$ cat src/rtl/dcache_pkg.sv
// Shared types and address-field helpers for the data-cache miss controller.
// The field split assumes a 32-bit byte address, 16 one-word lines and a 26-bit tag.
package dcache_pkg;

    localparam int DC_ADDR_W = 32;
    localparam int DC_DATA_W = 32;
    localparam int DC_IDX_W  = 4;
    localparam int DC_OFF_W  = 2;
    localparam int DC_TAG_W  = DC_ADDR_W - DC_IDX_W - DC_OFF_W;

    typedef enum logic [2:0] {
        S_IDLE,
        S_LOOKUP,
        S_CHECK,
        S_FILL,
        S_WRMEM,
        S_RESP
    } state_e;

    function automatic logic [DC_TAG_W-1:0] get_tag(input logic [DC_ADDR_W-1:0] addr);
        return DC_TAG_W'(addr >> (DC_IDX_W + DC_OFF_W));
    endfunction

    function automatic logic [DC_IDX_W-1:0] get_idx(input logic [DC_ADDR_W-1:0] addr);
        return DC_IDX_W'(addr >> DC_OFF_W);
    endfunction

endpackage

$ cat src/rtl/dcache_miss_ctrl_sat_counter.sv
// Saturating up-counter with synchronous clear and asynchronous active-high reset.
// Holds at all-ones instead of wrapping.
module sat_counter #(
    parameter int W = 16
) (
    input  logic         iClk,
    input  logic         iRst,
    input  logic         iInc,
    input  logic         iClear,
    output logic [W-1:0] oCount
);

    logic [W-1:0] cnt_q, cnt_d;

    always_comb begin
        cnt_d = cnt_q;
        if (iClear) begin
            cnt_d = '0;
        end else if (iInc && (cnt_q != '1)) begin
            cnt_d = cnt_q + 1'b1;
        end
    end

    always_ff @(posedge iClk or posedge iRst) begin
        if (iRst) begin
            cnt_q <= '0;
        end else begin
            cnt_q <= cnt_d;
        end
    end

    assign oCount = cnt_q;

endmodule

$ cat src/rtl/dcache_miss_ctrl.sv
// Data-cache controller: load hits from the array, refill on load misses,
// write-through / write-allocate stores, and saturating hit/miss counters.
module dcache_miss_ctrl
    import dcache_pkg::*;
#(
    parameter int ADDR_W = DC_ADDR_W,
    parameter int DATA_W = DC_DATA_W,
    parameter int IDX_W  = DC_IDX_W,
    parameter int TAG_W  = DC_TAG_W,
    parameter int CNT_W  = 16
) (
    input  logic              iClk,
    input  logic              iRst,
    input  logic              iReqValid,
    input  logic              iReqWrite,
    input  logic [ADDR_W-1:0] iReqAddr,
    input  logic [DATA_W-1:0] iReqWData,
    output logic              oStall,
    output logic              oRespValid,
    output logic [DATA_W-1:0] oRespData,
    output logic              oLookupEn,
    output logic              oLookupWrite,
    output logic [TAG_W-1:0]  oLookupTag,
    input  logic              iHit,
    output logic [IDX_W-1:0]  oCacheIdx,
    input  logic [DATA_W-1:0] iCacheData,
    output logic              oCacheWe,
    output logic [TAG_W-1:0]  oCacheTag,
    output logic [DATA_W-1:0] oCacheData,
    output logic              oMemReq,
    output logic              oMemWrite,
    output logic [ADDR_W-1:0] oMemAddr,
    output logic [DATA_W-1:0] oMemWData,
    input  logic              iMemAck,
    input  logic [DATA_W-1:0] iMemRData,
    output logic [CNT_W-1:0]  oHitCnt,
    output logic [CNT_W-1:0]  oMissCnt
);

    state_e            state_q, state_d;
    logic [ADDR_W-1:0] addr_q, addr_d;
    logic [DATA_W-1:0] wdata_q, wdata_d;
    logic              write_q, write_d;
    logic              ack_q, ack_d;
    logic [DATA_W-1:0] resp_data_q, resp_data_d;
    logic              cache_we_q, cache_we_d;
    logic [TAG_W-1:0]  cache_tag_q, cache_tag_d;
    logic [DATA_W-1:0] cache_data_q, cache_data_d;
    logic              hit_inc, miss_inc;

    // ack_q marks the cycle after iMemAck: the request is dropped and the array
    // write pulses, so the response lands two cycles after the ack.
    always_comb begin
        state_d      = state_q;
        addr_d       = addr_q;
        wdata_d      = wdata_q;
        write_d      = write_q;
        ack_d        = ack_q;
        resp_data_d  = resp_data_q;
        cache_we_d   = 1'b0;
        cache_tag_d  = cache_tag_q;
        cache_data_d = cache_data_q;
        hit_inc      = 1'b0;
        miss_inc     = 1'b0;
        case (state_q)
            S_IDLE: begin
                if (iReqValid) begin
                    addr_d  = iReqAddr;
                    wdata_d = iReqWData;
                    write_d = iReqWrite;
                    state_d = S_LOOKUP;
                end
            end
            S_LOOKUP: state_d = S_CHECK;
            S_CHECK: begin
                if (write_q) begin
                    cache_we_d   = 1'b1;
                    cache_tag_d  = get_tag(addr_q);
                    cache_data_d = wdata_q;
                    state_d      = S_WRMEM;
                end else if (iHit) begin
                    resp_data_d = iCacheData;
                    hit_inc     = 1'b1;
                    state_d     = S_RESP;
                end else begin
                    miss_inc = 1'b1;
                    state_d  = S_FILL;
                end
            end
            S_FILL: begin
                if (ack_q) begin
                    ack_d   = 1'b0;
                    state_d = S_RESP;
                end else if (iMemAck) begin
                    ack_d        = 1'b1;
                    cache_we_d   = 1'b1;
                    cache_tag_d  = get_tag(addr_q);
                    cache_data_d = iMemRData;
                    resp_data_d  = iMemRData;
                end
            end
            S_WRMEM: begin
                if (ack_q) begin
                    ack_d   = 1'b0;
                    state_d = S_RESP;
                end else if (iMemAck) begin
                    ack_d = 1'b1;
                end
            end
            S_RESP:  state_d = S_IDLE;
            default: state_d = S_IDLE;
        endcase
    end

    always_ff @(posedge iClk or posedge iRst) begin
        if (iRst) begin
            state_q      <= S_IDLE;
            addr_q       <= '0;
            wdata_q      <= '0;
            write_q      <= 1'b0;
            ack_q        <= 1'b0;
            resp_data_q  <= '0;
            cache_we_q   <= 1'b0;
            cache_tag_q  <= '0;
            cache_data_q <= '0;
        end else begin
            state_q      <= state_d;
            addr_q       <= addr_d;
            wdata_q      <= wdata_d;
            write_q      <= write_d;
            ack_q        <= ack_d;
            resp_data_q  <= resp_data_d;
            cache_we_q   <= cache_we_d;
            cache_tag_q  <= cache_tag_d;
            cache_data_q <= cache_data_d;
        end
    end

    assign oStall       = ((state_q == S_IDLE) && iReqValid) ||
                          ((state_q != S_IDLE) && (state_q != S_RESP));
    assign oRespValid   = (state_q == S_RESP);
    assign oRespData    = resp_data_q;
    assign oLookupEn    = (state_q == S_LOOKUP);
    assign oLookupWrite = write_q;
    assign oLookupTag   = get_tag(addr_q);
    assign oCacheIdx    = get_idx(addr_q);
    assign oCacheWe     = cache_we_q;
    assign oCacheTag    = cache_tag_q;
    assign oCacheData   = cache_data_q;
    assign oMemReq      = ((state_q == S_FILL) || (state_q == S_WRMEM)) && !ack_q;
    assign oMemWrite    = (state_q == S_WRMEM);
    assign oMemAddr     = addr_q & ~ADDR_W'(3);
    assign oMemWData    = wdata_q;

    sat_counter #(.W(CNT_W)) u_hit_cnt (
        .iClk   (iClk),
        .iRst   (iRst),
        .iInc   (hit_inc),
        .iClear (1'b0),
        .oCount (oHitCnt)
    );

    sat_counter #(.W(CNT_W)) u_miss_cnt (
        .iClk   (iClk),
        .iRst   (iRst),
        .iInc   (miss_inc),
        .iClear (1'b0),
        .oCount (oMissCnt)
    );

endmodule

$ cat config.mk
export PLATFORM = sky130hd
export DESIGN_NAME = dcache_miss_ctrl
export DESIGN_NICKNAME = d
export VERILOG_FILES = /design/src/rtl/dcache_pkg.sv /design/src/rtl/dcache_miss_ctrl_sat_counter.sv /design/src/rtl/dcache_miss_ctrl.sv
export SDC_FILE = /design/constraint.sdc
export NUM_CORES = 1
export LEC_CHECK = 0
export BUFFER_PORTS_ARGS = -buffer_cell sky130_fd_sc_hd__buf_2
export CORE_MARGIN = 4
export CORE_UTILIZATION = 36
export DETAILED_ROUTE_END_ITERATION = 8
export GPL_ROUTABILITY_DRIVEN = 0
export GPL_TIMING_DRIVEN = 0
export SETUP_SLACK_MARGIN = 0.02
export SYNTH_ARGS = -nofsm -noshare
export SYNTH_HDL_FRONTEND = slang
export SYNTH_SLANG_ARGS = --single-unit
$ cat constraint.sdc
create_clock -name iClk -period 7.66 [get_ports iClk]
set_clock_uncertainty 0.1 [all_clocks]
set_input_delay 1.149 -clock iClk [delete_from_list [all_inputs] [get_ports iClk]]
set_output_delay 1.149 -clock iClk [all_outputs]
set_load 0.05 [all_outputs]
==> impl_metrics.ini, run 1 <==
[sta]
fmax_ghz = 0.2543
max_slew_margin = 0.2047
setup_violations = 0
whs_ps = 376.6
maxSlewViolCount = 0
layout_setup_ws_ps = 3728
rsz0062_at_grt = no
tightest_slew_ps = 1193
fin_crit_ps = 3933
hold_viol = 0
post-route-period-util = 0.5134

[worst_setup_path]
r2r_slack_ps = 4750
crit_path_end = oMemReq
critical_path_required_ps = 6410
cp-end-kind = output port
worst-setup-path-type = reg -> out
crit_start = state_q[1]
reg2reg_depth = 6
r2r_end = oCacheData[9]
crit_path_start_kind = flop
path_max_fanout = 10
cp.arrival_ps = 2680
r2r-start = ack_q

[yosys]
synth_top_area_share = 0.5781
synth_edf_count = 0
seq_area_frac_synth = 0.5781
synth.area.top_cells = dfrtp_1 (58%), mux2_2 (13%), a21oi_1 (6.3%)
syn_area_um2 = 8224
synth.distinct_cells = 39
synthArstFlopShare = 1.000
ys_top_cells_by_count = dfrtp_1 (190), a21oi_1 (103), mux2_2 (93)
ys.flop_type = dfrtp_1
syn-mean-instance-area_um2 = 11.38
yosysTopAreaCell = dfrtp_1
syn-instance-count = 723
ys_ff_latch = 190
yosysMostFrequentCell = dfrtp_1
ys.warnings.count = 0

[drt]
first_pass_iters = 4
drc = 0
antenna_left = 0
routed_via_density = 4.889
vias = 6820
wl_per_cell_um = 18.04
drtIter0Drc = 311
drt_wl_total_mm = 25.17

[placed_design]
place_hpwl_mm = 18.90
dp_cells = 1362
post-place-ws_ps = 4077
numPortBuffers = 352
dpl-instance-area_um2 = 10380

[die]
ios = 357
start_util = 0.3644
dieWidth_um = 159.1
num_rows = 55
coreArea_um2 = 22570
die-height_um = 159.1
die_area_um2 = 25330

[clock_tree]
cts_buffer_depth = 2
numCtsBuffers = 17
cts_tree = done
cts_root_buffer = clkbuf_16
clock_latency_ps = 430
cts_max_level = 4
cts.sinks = 190
path_clk_slew_ps = 80
cts_resized = 0
holdBufCountCts = 0
post_cts_buffers = 0

[run_status]
status = finished clean

[min_path]
holdCritStartpoint = oRespData[26]
hold_path.class = reg -> reg

[global_routing]
grt-ovfl-total = 0
grt_antenna_before_repair = 2
grt_max_degree = 108
grt_pass1_wl_mm = 39.49
grt_pass1_vias = 6900
track_usage = 0.1950

[cells_and_area]
final_cell_area_um2 = 10950
finalNonFillerCells = 1395
drive_above_1_share = 0.4752
syn2layout_area_growth_pct = 33.18
n_fill_cell = 2193
nets = 1232

[run]
cap_violations = 0
flip-flops by register name, summed over array words and instances, names as in the netlist:
name,count
oCacheWe,1
addr_q,30
oCacheData,32
u_hit_cnt.oCount,16
oRespData,32
oMemWData,32
u_miss_cnt.oCount,16
state_q,3
ack_q,1
oCacheTag,26
oLookupWrite,1
cell families (layout without fill, tap and decap cells):
| kind of cell | count (synthesis) | count (layout) | share of synthesized area |
|---|---|---|---|
| compound gates | 146 | 146 | 0.09189 |
| flops | 190 | 190 | 0.5781 |
| buf+inv | 77 | 462 | 0.05158 |
| simple gates | 187 | 187 | 0.1188 |
| other cells | 1 | 3 | 0.0004560 |
| mux | 93 | 93 | 0.1273 |
| xor+xnor | 27 | 27 | 0.02875 |
| fa+ha+maj | 2 | 2 | 0.003042 |
worst min-delay path by stage:
stage / endpoint / slack [ps] / depth (start not counted)
6_report: oRespData[26] / 380 / 2
5_1_grt: oRespData[29] / 400 / 2
4_1_cts: oRespData[6] / 380 / 2
3_5_place_dp: oRespData[26] / 370 / 2
3_3_place_gp: oRespData[30] / 360 / 2
2_1_floorplan: state_q[1] / 510 / 2
critical path, stage by stage (launching register included):
cell and delay, ps:
dfrtp_1 350, buf_2 200, nor2b_1 370, nand2_1 150, clkbuf_1 300, clkbuf_1 360, a21oi_1 230, buf_2 290
placed cells by master, fill, tap and decap left out, types with 5 or more instances in the layout:
master and instances:
clkbuf_16 17, nor2_1 39, mux2_2 93, buf_2 364
nand4_1 10, xor2_1 19, inv_1 5, nand3_1 14
nor3_1 8, clkbuf_1 28, xnor2_1 8, buf_4 32
and2_1 33, nor4_1 13, dfrtp_1 190, clkinv_4 5
o21ai_0 35, a21oi_1 103, nand2_1 43
area by class of cell:
cell class                      count  area, um2  share of cell area
Clock buffer                       19      442.9             0.04044
Timing Repair Buffer              353       1789              0.1634
Tap cell                          285      356.6             0.03256
Buffer                             71      401.6             0.03667
Sequential cell                   190       4755              0.4341
Clock inverter                     13      126.4             0.01154
Antenna cell                        1      2.502           0.0002285
Multi-Input combinational cell    457       3049              0.2784
Inverter                            6      30.03            0.002742
routing by layer:
| metal | GRT usage | routed length [um] | vias up |
|---|---|---|---|
| met1 | 0.2527 | 10890 | 3334 |
| met5 | 0 | 13 | - |
| met3 | 0.04660 | 1410 | 28 |
| met4 | 0.05759 | 429 | 2 |
| met2 | 0.3272 | 12420 | 215 |
| li1 | - | - | 3241 |
metrics by stage:
step | TNS, ps | util
after CTS | 0 | 0.4851
after floorplan | 0 | -
final | 0 | 0.4853
after detailed placement | 0 | 0.4599
after global placement | -215940 | 0.4584
after global routing | 0 | 0.4853
Power of run 1 is left out: the tool's default activity adds up to more than one toggle a clock period on the data nets, which glitch-free logic cannot reach.
==> run 2: changes to the inputs <==
- clock period: 7.66 -> 3.77 ns (I/O delays scaled with it)
==> run 2 against run 1 <==
  * Die area did not move
  * Critical path depth did not move
  * Core utilization grew 0.33 points
  * Non-clock buffer count up 5
  * Clock-buffer cell count unchanged
==> impl_metrics.ini, run 2 (synthesized netlist as in run 1, its figures left out) <==
[cells_and_area]
finalNonFillerCells = 1402
mostFrequentLayoutCells = buf_2 (364), dfrtp_1 (190), a21oi_1 (103), mux2_2 (93), nand2_1 (43)
nets = 1237
final_cell_area_um2 = 11030
syn2layout_area_growth_pct = 34.09
drive_above_1_share = 0.4767
layout_commonest_cell = buf_2

[sta]
maxSlewViolCount = 0
max_slew_margin = 0.2023
tightest_slew_ps = 1197
hold_viol = 0
rsz0062_at_grt = no
setup_violations = 0
post-route-period-util = 0.8972
whs_ps = 267.1
fin_crit_ps = 3383
fin_tns_setup_ps = 0
fmax_ghz = 0.2956

[drt]
routed_via_density = 4.917
drc = 0
antenna_left = 0
first_pass_iters = 4
drtIter0Drc = 355
drt_wl_total_mm = 25.73
vias = 6893
wl_per_cell_um = 18.35

[clock_tree]
cts_resized = 0
cts_tree = done
clock_latency_ps = 420
cts_buffer_depth = 2
numCtsBuffers = 17
cts.sinks = 190
cts_max_level = 4
cts_root_buffer = clkbuf_16
path_clk_slew_ps = 80

[run_status]
status = finished clean

[die]
die_area_um2 = 25330
die-height_um = 159.1
dieWidth_um = 159.1
coreArea_um2 = 22570
ios = 357
start_util = 0.3644
num_rows = 55

[placed_design]
dp_cells = 1366
numPortBuffers = 352
place_hpwl_mm = 19.23
dpl-instance-area_um2 = 10450

[global_routing]
grt_pass1_vias = 7070
track_usage = 0.2004
grt_pass1_wl_mm = 40.70
grt_max_degree = 41
grt-ovfl-total = 0
grt_antenna_before_repair = 3

[worst_setup_path]
path_max_fanout = 10
cp-end-kind = output port
worst-setup-path-type = reg -> out
crit_path_start_kind = flop
critical_path_required_ps = 3100
cp.arrival_ps = 2720

[run]
cap_violations = 0

[min_path]
hold_path.class = in -> reg
[run 2: changes by cell type in the layout (fill, tap and decap cells not counted), sizes merged]
cell         previous run  this run
buf                   397       401
clkinv                  6         3
diode                   1         3
inv                    11        13
clkinvlp                2         3
dlygate4sd3             0         1
[run 2: worst paths after layout]
path                                     from                  end  slack (ps)  cells past startpoint
max in group asynchronous                iRst        oMemWData[30]        2050                      6
min in group asynchronous                iRst  u_hit_cnt.oCount[8]         530                      3
worst max-delay path               state_q[1]              oMemReq         390                      7
worst min-delay path             iReqAddr[17]           addr_q[17]         270                      2
worst max register to register          ack_q       oCacheData[21]         720                      6
worst min register to register  oRespData[31]        oRespData[31]         380                      2
[run 2: what timing repair did]
item | in CTS | in global routing
hold endpoints to repair | 4 | 0
buffers inserted | 0 | 0
hold buffers | 1 | 0
[run 2: critical path: stages (launching register included)]
cell and delay [ps]:
dfrtp_1 380, buf_2 170, nor2b_1 200, nand2_1 130, clkbuf_1 490, clkbuf_1 530
a21oi_1 140, buf_2 250
[run 2: cell type report]
cell class	instances	area, um2
plain buffers	71	401.6
fillers	2183	11540
multi-input cells	457	3049
repair buffers	358	1872
clock inverters	13	117.6
well taps	285	356.6
diodes	3	7.507
inverters	6	26.28
flip-flops and latches	190	4755
clock buffers	19	442.9
[run 2: layer usage]
| layer | global-route usage | vias to the layer above | routed length, um |
|---|---|---|---|
| li1 | - | 3261 | - |
| met1 | 0.2611 | 3378 | 11280 |
| met2 | 0.3372 | 232 | 12550 |
| met3 | 0.04608 | 22 | 1505 |
| met4 | 0.05680 | 0 | 398 |
| met5 | 0 | - | 0 |
[run 2: metrics by stage]
stage | utilization | setup slack [ps]
3_5_place_dp | 0.4630 | 514.5
4_1_cts | 0.4882 | 290.5
3_3_place_gp | 0.4585 | -675.4
2_1_floorplan | - | 656.0
6_report | 0.4886 | 387.4
5_1_grt | 0.4886 | 134.2
Power of run 2 is left out for the same reason.
